==> src/rtl/core_pkg.sv <==
// Shared core types and constants used by the fetch stage and decode.
// Provides the fetch-to-decode payload (if_id_t), the canonical NOP,
// the default reset PC, the fetch FSM state type and a word-align helper.
package core_pkg;

   localparam int unsigned CORE_XLEN = 32;
   localparam int unsigned ILEN      = 32;

   localparam logic [ILEN-1:0]      NOP_INSTR        = 32'h0000_0013;   // addi x0, x0, 0
   localparam logic [CORE_XLEN-1:0] RESET_PC_DEFAULT = 32'h0000_0000;

   // Payload handed from fetch to decode.
   typedef struct packed {
      logic [ILEN-1:0]      instr;
      logic [CORE_XLEN-1:0] pc;
      logic [CORE_XLEN-1:0] pc4;
   } if_id_t;

   typedef enum logic {
      BOOT = 1'b0,
      RUN  = 1'b1
   } fetch_state_t;

   // Clears the two low address bits so every fetch is word aligned.
   function automatic logic [CORE_XLEN-1:0] alignWord(input logic [CORE_XLEN-1:0] addr);
      return {addr[CORE_XLEN-1:2], 2'b00};
   endfunction

endpackage

==> src/rtl/fetch_fifo.sv <==
// Synchronous instruction buffer between instruction memory and decode.
// Ports:
//   clk, rst      clock, asynchronous active-high reset
//   flush         discard all entries (wins over push/pop)
//   push/pushData write one if_id_t entry
//   pop           retire the head entry
//   headData      current head entry (valid when !empty)
//   count         number of buffered entries
//   full, empty   occupancy flags
module fetch_fifo
   import core_pkg::*;
#(
   parameter  int unsigned DEPTH = 2,
   localparam int unsigned AW    = $clog2(DEPTH),
   localparam int unsigned CW    = AW + 1
) (
   input  logic          clk,
   input  logic          rst,
   input  logic          flush,
   input  logic          push,
   input  if_id_t        pushData,
   input  logic          pop,
   output if_id_t        headData,
   output logic [CW-1:0] count,
   output logic          full,
   output logic          empty
);

   if_id_t        mem [DEPTH];
   logic [AW-1:0] rdPtr;
   logic [AW-1:0] wrPtr;

   // Pointer and occupancy state; pointers wrap naturally since DEPTH is a power of two.
   always_ff @(posedge clk or posedge rst) begin
      if (rst) begin
         rdPtr <= '0;
         wrPtr <= '0;
         count <= '0;
      end else if (flush) begin
         rdPtr <= '0;
         wrPtr <= '0;
         count <= '0;
      end else begin
         if (push) wrPtr <= wrPtr + AW'(1);
         if (pop)  rdPtr <= rdPtr + AW'(1);
         count <= count + CW'(push) - CW'(pop);
      end
   end

   // Storage needs no reset: entries are only observed while count is non-zero.
   always_ff @(posedge clk) begin
      if (push && !flush) mem[wrPtr] <= pushData;
   end

   assign headData = mem[rdPtr];
   assign full     = (count == CW'(DEPTH));
   assign empty    = (count == '0);

endmodule

==> src/rtl/fetch_unit.sv <==
// Instruction fetch stage: owns the PC, issues word requests to instruction
// memory, buffers responses in fetch_fifo and presents {instr, pc, pc+4} to
// decode over a valid/ready handshake. Redirects flush everything fetched so far.
// Optional build macro FETCH_BYPASS_EN: a response arriving while the buffer is
// empty is forwarded to decode in the same cycle (1-cycle request-to-valid).
// Ports:
//   clk_i, rst_i          clock, asynchronous active-high reset
//   imem_req_o/addr_o     fetch request and word-aligned address
//   imem_gnt_i            request accepted this cycle
//   imem_rvalid_i/rdata_i response, exactly one cycle after the grant
//   redirect_i/pc_i       take a new PC (branch/jump resolution)
//   if_valid_o/instr_o    instruction to decode (NOP when not valid)
//   if_pc_o/if_pc4_o      PC of the instruction and PC + 4
//   id_ready_i            decode accepts this cycle
module fetch_unit
   import core_pkg::*;
#(
   parameter int unsigned      XLEN       = CORE_XLEN,
   parameter logic [XLEN-1:0]  RESET_PC   = RESET_PC_DEFAULT,
   parameter int unsigned      FIFO_DEPTH = 2
) (
   input  logic            clk_i,
   input  logic            rst_i,
   output logic            imem_req_o,
   output logic [XLEN-1:0] imem_addr_o,
   input  logic            imem_gnt_i,
   input  logic            imem_rvalid_i,
   input  logic [31:0]     imem_rdata_i,
   input  logic            redirect_i,
   input  logic [XLEN-1:0] redirect_pc_i,
   output logic            if_valid_o,
   output logic [31:0]     if_instr_o,
   output logic [XLEN-1:0] if_pc_o,
   output logic [XLEN-1:0] if_pc4_o,
   input  logic            id_ready_i
);

   localparam int unsigned CW = $clog2(FIFO_DEPTH) + 1;
   localparam int unsigned SW = CW + 1;

   fetch_state_t    state;
   fetch_state_t    stateNext;
   logic [XLEN-1:0] pc;
   logic [XLEN-1:0] reqPc;
   logic            inflight;
   logic            drop;

   logic            grant;
   logic            transfer;
   logic            respValid;
   logic [SW-1:0]   credit;

   logic            fifoPush;
   logic            fifoPop;
   logic            fifoFull;
   logic            fifoEmpty;
   logic [CW-1:0]   fifoCount;
   if_id_t          head;
   if_id_t          respEntry;
   if_id_t          outEntry;
   logic            outValid;

   fetch_fifo #(
      .DEPTH (FIFO_DEPTH)
   ) u_fifo (
      .clk      (clk_i),
      .rst      (rst_i),
      .flush    (redirect_i),
      .push     (fifoPush),
      .pushData (respEntry),
      .pop      (fifoPop),
      .headData (head),
      .count    (fifoCount),
      .full     (fifoFull),
      .empty    (fifoEmpty)
   );

   // FSM state register.
   always_ff @(posedge clk_i or posedge rst_i) begin
      if (rst_i) state <= BOOT;
      else       state <= stateNext;
   end

   // Entries already buffered plus the one arriving, minus the one leaving this cycle.
   assign credit = SW'(fifoCount) + SW'(inflight) - SW'(transfer);

   // Next-state and request generation; requests are suppressed in the redirect cycle.
   always_comb begin
      stateNext  = state;
      imem_req_o = 1'b0;
      case (state)
         BOOT: stateNext = RUN;
         RUN:  imem_req_o = !redirect_i && (credit < SW'(FIFO_DEPTH));
         default: stateNext = BOOT;
      endcase
   end

   assign imem_addr_o = pc;
   assign grant       = imem_req_o & imem_gnt_i;

   // Gating with inflight ignores any response not matched to a grant of ours,
   // e.g. one arriving during or just after reset.
   assign respValid = imem_rvalid_i & inflight & ~drop;

   always_comb begin
      respEntry.instr = imem_rdata_i;
      respEntry.pc    = reqPc;
      respEntry.pc4   = reqPc + XLEN'(4);
   end

`ifdef FETCH_BYPASS_EN
   logic bypass;
   assign bypass = fifoEmpty & respValid & ~redirect_i;
`endif

   // Decode-side outputs and buffer control.
   always_comb begin
      outEntry = head;
      outValid = ~fifoEmpty;
      fifoPush = respValid & ~redirect_i;
`ifdef FETCH_BYPASS_EN
      if (bypass) begin
         outEntry = respEntry;
         outValid = 1'b1;
      end
`endif
      if_valid_o = outValid & ~redirect_i;
      transfer   = if_valid_o & id_ready_i;
`ifdef FETCH_BYPASS_EN
      fifoPop = transfer & ~bypass;
      if (bypass && id_ready_i) fifoPush = 1'b0;
`else
      fifoPop = transfer;
`endif
      fifoPush   = fifoPush & (~fifoFull | fifoPop);
      if_instr_o = if_valid_o ? outEntry.instr : NOP_INSTR;
      if_pc_o    = if_valid_o ? outEntry.pc    : pc;
      if_pc4_o   = if_valid_o ? outEntry.pc4   : pc + XLEN'(4);
   end

   // PC, request-PC and in-flight tracking; redirect has highest priority.
   always_ff @(posedge clk_i or posedge rst_i) begin
      if (rst_i) begin
         pc       <= RESET_PC;
         reqPc    <= RESET_PC;
         inflight <= 1'b0;
         drop     <= 1'b0;
      end else begin
         if (redirect_i)  pc <= alignWord(redirect_pc_i);
         else if (grant)  pc <= pc + XLEN'(4);
         if (grant) reqPc <= pc;
         inflight <= grant;
         // A word granted alongside a redirect belongs to the old path.
         drop     <= redirect_i & grant;
      end
   end

endmodule

==> config.mk <==
export PLATFORM = sky130hd
export DESIGN_NAME = fetch_unit
export DESIGN_NICKNAME = d
export VERILOG_FILES = /design/src/rtl/core_pkg.sv /design/src/rtl/fetch_fifo.sv /design/src/rtl/fetch_unit.sv
export SDC_FILE = /design/constraint.sdc
export NUM_CORES = 1
export LEC_CHECK = 0
export ABC_AREA = 1
export BUFFER_PORTS_ARGS = -buffer_cell sky130_fd_sc_hd__buf_2
export CORE_AREA = 8 8 147 149
export CTS_BUF_LIST = sky130_fd_sc_hd__clkbuf_4
export CTS_CLUSTER_SIZE = 16
export DETAILED_ROUTE_END_ITERATION = 16
export DIE_AREA = 0 0 155 157
export GPL_ROUTABILITY_DRIVEN = 0
export PLACE_DENSITY_LB_ADDON = 0.15
export SLEW_MARGIN = 20
export SYNTH_ARGS = -nofsm -noshare
export SYNTH_HDL_FRONTEND = slang
export SYNTH_SLANG_ARGS = --single-unit
==> constraint.sdc <==
create_clock -name clk_i -period 14.1 [get_ports clk_i]
set_clock_uncertainty 0.2 [all_clocks]
set_input_delay 1.41 -clock clk_i [delete_from_list [all_inputs] [get_ports clk_i]]
set_output_delay 1.41 -clock clk_i [all_outputs]
set_load 0.05 [all_outputs]
==> results of run 1 <==
==> worst max path at each step <==
stage	start	endpoint	slack (ps)	depth (start not counted)
floorplan	redirect_i	u_fifo.mem[1][10]	7460	6
global placement	redirect_i	if_pc4_o[7]	8480	7
detailed placement	redirect_i	if_pc4_o[7]	8500	7
CTS	redirect_i	if_pc4_o[7]	8480	7
global route	redirect_i	if_pc4_o[7]	8280	7
finish	redirect_i	if_pc4_o[7]	8450	7
==> final cells by class <==
cell class / instances / share of cell area [%]
Clock buffer: 95 / 5.15
Inverter: 122 / 3.32
Timing Repair Buffer: 200 / 7.40
Sequential cell: 251 / 52.1
Clock inverter: 16 / 0.434
Tap cell: 265 / 2.40
Multi-Input combinational cell: 885 / 29.2
Antenna cell: 2 / 0.0362
==> metrics by stage <==
step                utilization, %  total power [mW]
floorplan                        -              1.17
finish                        72.0              1.85
global route                  72.0              1.94
global placement              68.0              1.28
CTS                           72.0              1.86
detailed placement            68.0              1.28
==> worst register-to-register path, cell delays in order (launching register included) <==
cell and delay [ps]:
dfrtp_1 440, inv_2 90, a21oi_4 150, nand2_1 160
xor2_1 230, nand2_1 100, fa_1 490, nand2_1 50
nor2_1 180, nand3_2 90, buf_4 330, inv_2 600
nand2_1 210, nand3_1 120, nand2_1 50
==> routing by layer <==
layer  wire length [um]  track usage [%]  part of all wire [%]  vias up
li1                   -                -                     -     4675
met1              12800             31.2                    41     4531
met2              15200             44.1                    48      373
met3               2460             5.79                   7.8       74
met4                880             10.1                   2.8        0
met5                  0                0                     0        -
==> state kept, by name, summed over array words and instances (netlist names) <==
register,cells
state,1
u_fifo.rdPtr,1
imem_addr_o,30
inflight,1
u_fifo.mem,184
drop,1
u_fifo.count,2
reqPc,30
u_fifo.wrPtr,1
==> placed cells by master (no fill, tap or decap), types with 5 or more instances in the layout <==
master | Yosys | routed
a31oi_1 | 34 | 34
buf_2 | 16 | 191
buf_4 | 9 | 9
clkbuf_4 | 0 | 95
clkinv_1 | 0 | 16
conb_1 | 2 | 8
dfrtp_1 | 67 | 66
edfxtp_1 | 184 | 184
inv_1 | 118 | 116
inv_2 | 4 | 5
nand2_1 | 528 | 528
nand3_1 | 36 | 36
nand3b_1 | 6 | 6
nor2_1 | 103 | 102
nor2_4 | 4 | 5
nor3_1 | 10 | 10
o211ai_1 | 19 | 19
o21ai_0 | 57 | 57
or2_2 | 11 | 11
xnor2_1 | 5 | 5
xor2_1 | 31 | 31
==> kinds of logic after synthesis <==
kind of cell    synth area share [%]
other cells                   0.0628
flops                           60.3
fa+ha+maj                      0.586
xor+xnor                        2.64
buf+inv                         6.17
compound gates                  5.89
mux                           0.0838
simple gates                    24.3
==> power breakdown <==
part	switching, mW	total (mW)	internal [mW]
sequential	0.0659	0.915	0.849
combinational	0.273	0.358	0.0849
clock	0.275	0.579	0.304
total	0.614	1.85	1.24
==> impl_metrics.csv, run 1 <==
group,metric,value,unit
clock_network,cts_resized,0,
routing,drc,0,
pwr,power_density,134,nW/um^2
die,core,19200,sq um
finish,seqCellArea,7200,sq um
routing,first_pass_iters,6,
clock_network,cts_tree,"done",
placed_design,io_buffers,191,
placed_design,place_ws,8500,ps
routing,via_count,9653,
pwr,ir_worst_vdd,0.0959,mV
global_route,grt_pass1_vias,9501,
sta,min_period_over_period,40.1,%
setup_path,cp_top_family,"buffers and inverters",
clock_network,holdBufCountCts,0,
sta,worst_pin_slew,1090,ps
setup_path,path_class,"input port to output port",
setup_path,endpoint_kind,"output port",
finish,fillers,1477,
global_route,antenna_found_initial,1,
synth,yosys-top-cells-area,"edfxtp_1, nand2_1, dfrtp_1, inv_1, nor2_1",
setup_path,slowest_stage,"buf_4",
synth,synth-async-reset-ratio,26.7,%
routing,ant_nets,0,
setup_path,crit_path_start_kind,"input port",
sta,period_minus_slack,5650,ps
sta,fin_hold_ws,355,ps
setup_path,r2r_start,"u_fifo.count[1]",
synth,yosysMostFrequentCell,"nand2_1",
placed_design,dpl.hpwl,20.9,mm
die,initial_utilization,62.2,%
global_route,grt_max_degree,92,
sta,fin_tns_setup,0,ps
die,io-pin-count,200,
sta,slew_viol_final,0,
sta,grt_setup_unrepaired,"no",
clock_network,post-cts-setup-buffers,0,
sta,setup_violations,0,
placed_design,dpl.cell_count,1723,
die,die_h,157,um
job,max_cap_viol_count,0,
finish,drive_gt1_share,21.1,%
die,die_x,155,um
worst_hold_path,hold_class,"flip-flop to flip-flop",
finish,finalNetCount,1595,
sta,hold_viol_final,0,
synth,synth_warnings,0,
worst_hold_path,min_from,"reqPc[2]",
finish,fin_area,13800,sq um
die,dieArea,24300,sq um
synth,synth_common_cells,"nand2_1, edfxtp_1, inv_1",
setup_path,reg2reg_depth,14,
sta,fmax,177,MHz
synth,syn_inst,1310,
setup_path,crit_buf_inv,4,
setup_path,cp_slowest_stage_delay,740,ps
sta,fin_ws,8450,ps
setup_path,cp_data_arrival_time,4040,ps
routing,post_drt_via_cell_ratio,5.26,
global_route,grt_pass1_wl,49.5,mm
finish,syn2layout_area_growth,15.8,%
setup_path,worstReg2RegEnd,"imem_addr_o[2]",
synth,postSynthAreaPerCell,9.12,sq um
sta,relSlewSlack,27.2,%
finish,stdcell_count,1836,
die,rows,51,
synth,synth_cell_type_count,39,
synth,synth.top_cell.area_share,46.2,%
clock_network,cts_sinks,251,
global_route,grt_remaining_overflow,0,
setup_path,reg2reg_slack,10510,ps
routing,drt_iter0_drc,692,
synth,ys_seq_area_share,60.3,%
finish,multiInputGateArea,4040,sq um
clock_network,cts_buffers,60,
clock_network,root_buffer,"clkbuf_4",
synth,synth_ff_type,"edfxtp_1",
placed_design,placedInstanceArea,13100,sq um
routing,drt_wl_total,31.3,mm
setup_path,critPathRequiredTime,12490,ps
clock_network,clkLatencyLatePin,680,ps
routing,wl_per_cell,17.1,um
worst_hold_path,worstHoldPathCells,0,
synth,yosys.area.top_type,"edfxtp_1",
clock_network,htree_levels,2,
synth,ys_ff_latch,251,
synth,synth_edf_count,184,
clock_network,clockBufferDepth,3,
outcome,outcome,"completed",
setup_path,cp_max_fo,80,
setup_path,path_cells,"buf_2 > a21oi_4 > buf_4 > buf_4 > o211ai_1 > o21ai_0 > buf_2",
synth,syn_area,12000,sq um
global_route,gr-usage-all-layers,25.7,%
pwr,p_leak,6.36,nW
worst_hold_path,hold_end,"u_fifo.mem[1][34]",
clock_network,clkTransAtPathRegs,60,ps
Power figures use the tool's default switching activity.
==> inputs of run 2 (changes only) <==
--- a/config.mk
+++ b/config.mk
@@ -5,13 +5,13 @@
 export SDC_FILE = /design/constraint.sdc
 export NUM_CORES = 1
 export LEC_CHECK = 0
-export ABC_AREA = 1
+export ABC_AREA = 0
 export BUFFER_PORTS_ARGS = -buffer_cell sky130_fd_sc_hd__buf_2
-export CORE_AREA = 8 8 147 149
+export CORE_AREA = 8 8 157 159
 export CTS_BUF_LIST = sky130_fd_sc_hd__clkbuf_4
 export CTS_CLUSTER_SIZE = 16
 export DETAILED_ROUTE_END_ITERATION = 16
-export DIE_AREA = 0 0 155 157
+export DIE_AREA = 0 0 165 167
 export GPL_ROUTABILITY_DRIVEN = 0
 export PLACE_DENSITY_LB_ADDON = 0.15
 export SLEW_MARGIN = 20
==> constraint.sdc (replaced) <==
create_clock -name clk_i -period 4.85 [get_ports clk_i]
set_clock_uncertainty 0.2 [all_clocks]
set_input_delay 0.485 -clock clk_i [delete_from_list [all_inputs] [get_ports clk_i]]
set_output_delay 0.485 -clock clk_i [all_outputs]
set_load 0.05 [all_outputs]
==> run 2 against run 1 <==
Against the previous run: wire length is 6.8% lower; count of clock-buffer cells in the layout is 3 higher; via count is 13% lower; final area is 2.6% higher; largest cell class unchanged; flip-flop and latch count stayed put; clock power grew to 3.4 times the previous value; synthesized cell count is 26% lower; first-iteration DRC count is 28% lower; critical path depth is 7 higher; non-clock buffer count is 68 higher.
==> impl_metrics.csv, run 2 <==
group,metric,value,unit
synth,synth_compound_area_share,8.10,%
finish,drive_gt1_share,25.7,%
sta,fmax,248,MHz
finish,mostFrequentLayoutCells,"buf_2, edfxtp_1, nand2_1",
clock_network,holdBufCountCts,64,
sta,grt_setup_unrepaired,"no",
sta,min_period_over_period,83.3,%
clock_network,cts_sinks,251,
setup_path,endpoint_kind,"flip-flop",
synth,synth_common_cells,"edfxtp_1, nand2_1, mux2i_1",
synth,synthMuxAreaShare,6.18,%
routing,drc,0,
sta,period_minus_slack,4040,ps
finish,syn2layout_area_growth,23.6,%
synth,yosys.area_share.simple,14.4,%
sta,slew_viol_final,0,
synth,synth_cell_type_count,55,
die,initial_utilization,51.7,%
pwr,ir_worst_vdd,0.237,mV
clock_network,root_buffer,"clkbuf_4",
routing,wl_per_cell,18.4,um
outcome,outcome,"completed",
finish,finalNetCount,1321,
synth,synth.top_cell.area_share,48.1,%
setup_path,reg2reg_depth,14,
pwr,total_power,5.55,mW
global_route,antenna_found_initial,1,
synth,synth_warnings,0,
clock_network,htree_levels,3,
clock_network,clockBufferDepth,3,
pwr,p_leak,5.64,nW
pwr,power_density,391,nW/um^2
synth,yosys-top-cells-area,"edfxtp_1, dfrtp_1, mux2i_1, nand2_1, o21ai_0",
routing,first_pass_iters,5,
sta,setup_violations,0,
job,max_cap_viol_count,0,
setup_path,path_class,"flip-flop to flip-flop",
synth,synth_edf_count,184,
die,die_x,165,um
global_route,grt_remaining_overflow,0,
worst_hold_path,hold_class,"input port to flip-flop",
finish,largest_reg_flops,184,
die,dieArea,27600,sq um
setup_path,cp_data_arrival_time,4350,ps
global_route,grt_max_degree,84,
placed_design,io_buffers,191,
placed_design,dpl.hpwl,18.4,mm
synth,postSynthAreaPerCell,11.8,sq um
synth,synth_xor_area_share,4.57,%
sta,relSlewSlack,33.4,%
clock_network,cts_buffers,67,
worst_hold_path,worstHoldPathCells,3,
synth,ys_ff_latch,251,
die,rows,55,
finish,top_register,"u_fifo.mem",
finish,final_common_cell,"buf_2",
clock_network,post-cts-setup-buffers,0,
global_route,gr-usage-all-layers,20.8,%
clock_network,cts_resized,0,
routing,post_drt_via_cell_ratio,5.32,
setup_path,critPathRequiredTime,5170,ps
die,core,22200,sq um
setup_path,cp_max_fo,46,
synth,syn_area,11500,sq um
setup_path,crit_path_start_kind,"flip-flop",
die,die_h,167,um
sta,hold_viol_final,0,
synth,synth_fa_ha_area_share,0.610,%
synth,synth_ff_type,"edfxtp_1",
clock_network,clkTransAtPathRegs,60,ps
routing,ant_nets,0,
die,io-pin-count,200,
synth,syn_inst,973,
sta,fin_tns_setup,0,ps
clock_network,clkLatencyLatePin,640,ps
synth,ys_seq_area_share,62.7,%
synth,yosys.area.top_type,"edfxtp_1",
routing,via_count,8445,
global_route,grt_pass1_vias,8262,
routing,drt_wl_total,29.2,mm
synth,yosysMostFrequentCell,"edfxtp_1",
global_route,grt_pass1_wl,44.7,mm
synth,synth-async-reset-ratio,26.7,%
routing,drt_iter0_drc,499,
synth,synth_top_family_by_area,"simple AND/OR/NAND/NOR gates",
sta,worst_pin_slew,990,ps
clock_network,cts_tree,"done",
run 2: final timing paths:
check,end,slack (ps),startpoint
setup / recovery,imem_addr_o[12],810,u_fifo.count[1]
min in group asynchronous,imem_addr_o[23],300,rst_i
setup reg to reg,imem_addr_o[12],810,u_fifo.count[1]
hold / removal,u_fifo.count[1],270,redirect_i
hold reg to reg,u_fifo.mem[1][51],300,reqPc[19]
max in group asynchronous,u_fifo.rdPtr,3100,rst_i
run 2: cell type report:
class | count | area (sq um)
fill | 1791 | 8030
inverter | 15 | 61.3
timing repair buffer | 268 | 1720
multi-input combinational | 643 | 3930
clock inverter | 26 | 184
tap | 285 | 357
antenna | 1 | 2.50
sequential | 251 | 7210
clock buffer | 98 | 736
run 2: critical path: stages, from the launching register on:
cell and delay, ps:
dfrtp_1 430, nor2_1 60, or2_4 230, inv_1 50, buf_4 200, nand2_1 140, xnor2_1 250, nand2_1 110
fa_1 400, xor2_1 180, or4b_4 190, clkinv_4 290, nor2_2 830, o21ai_0 220, o311ai_1 140
run 2: cells by family after synthesis:
logic type      Yosys count
mux                      71
other cells               2
compound gates          152
simple gates            347
fa+ha+maj                 5
buf+inv                  85
xor+xnor                 60
flops                   251
run 2: stage by stage:
step | util, % | area (sq um) | hold WS (ps) | setup WS [ps] | instances
3_5_place_dp | 56.8 | 12600 | 289 | 721 | 1398
3_3_place_gp | 56.8 | 12600 | 277 | 779 | 1398
2_1_floorplan | - | 11500 | 263 | 534 | 979
5_1_grt | 63.9 | 14200 | 253 | 578 | 1587
4_1_cts | 63.9 | 14200 | 213 | 751 | 1586
6_report | 63.9 | 14200 | 267 | 811 | 1587
run 2: routing by layer:
layer	up-vias	wire [um]	track usage (%)
met1	3998	12500	27.8
met2	335	13300	31.4
met4	0	641	8.11
met3	46	2720	6.02
met5	-	0	0
li1	4066	-	-
run 2: power breakdown:
group	internal (mW)	switching (mW)	total (mW)
combinational	0.266	0.660	0.926
sequential	2.46	0.209	2.67
clock	1.10	0.851	1.95
total	3.83	1.72	5.55
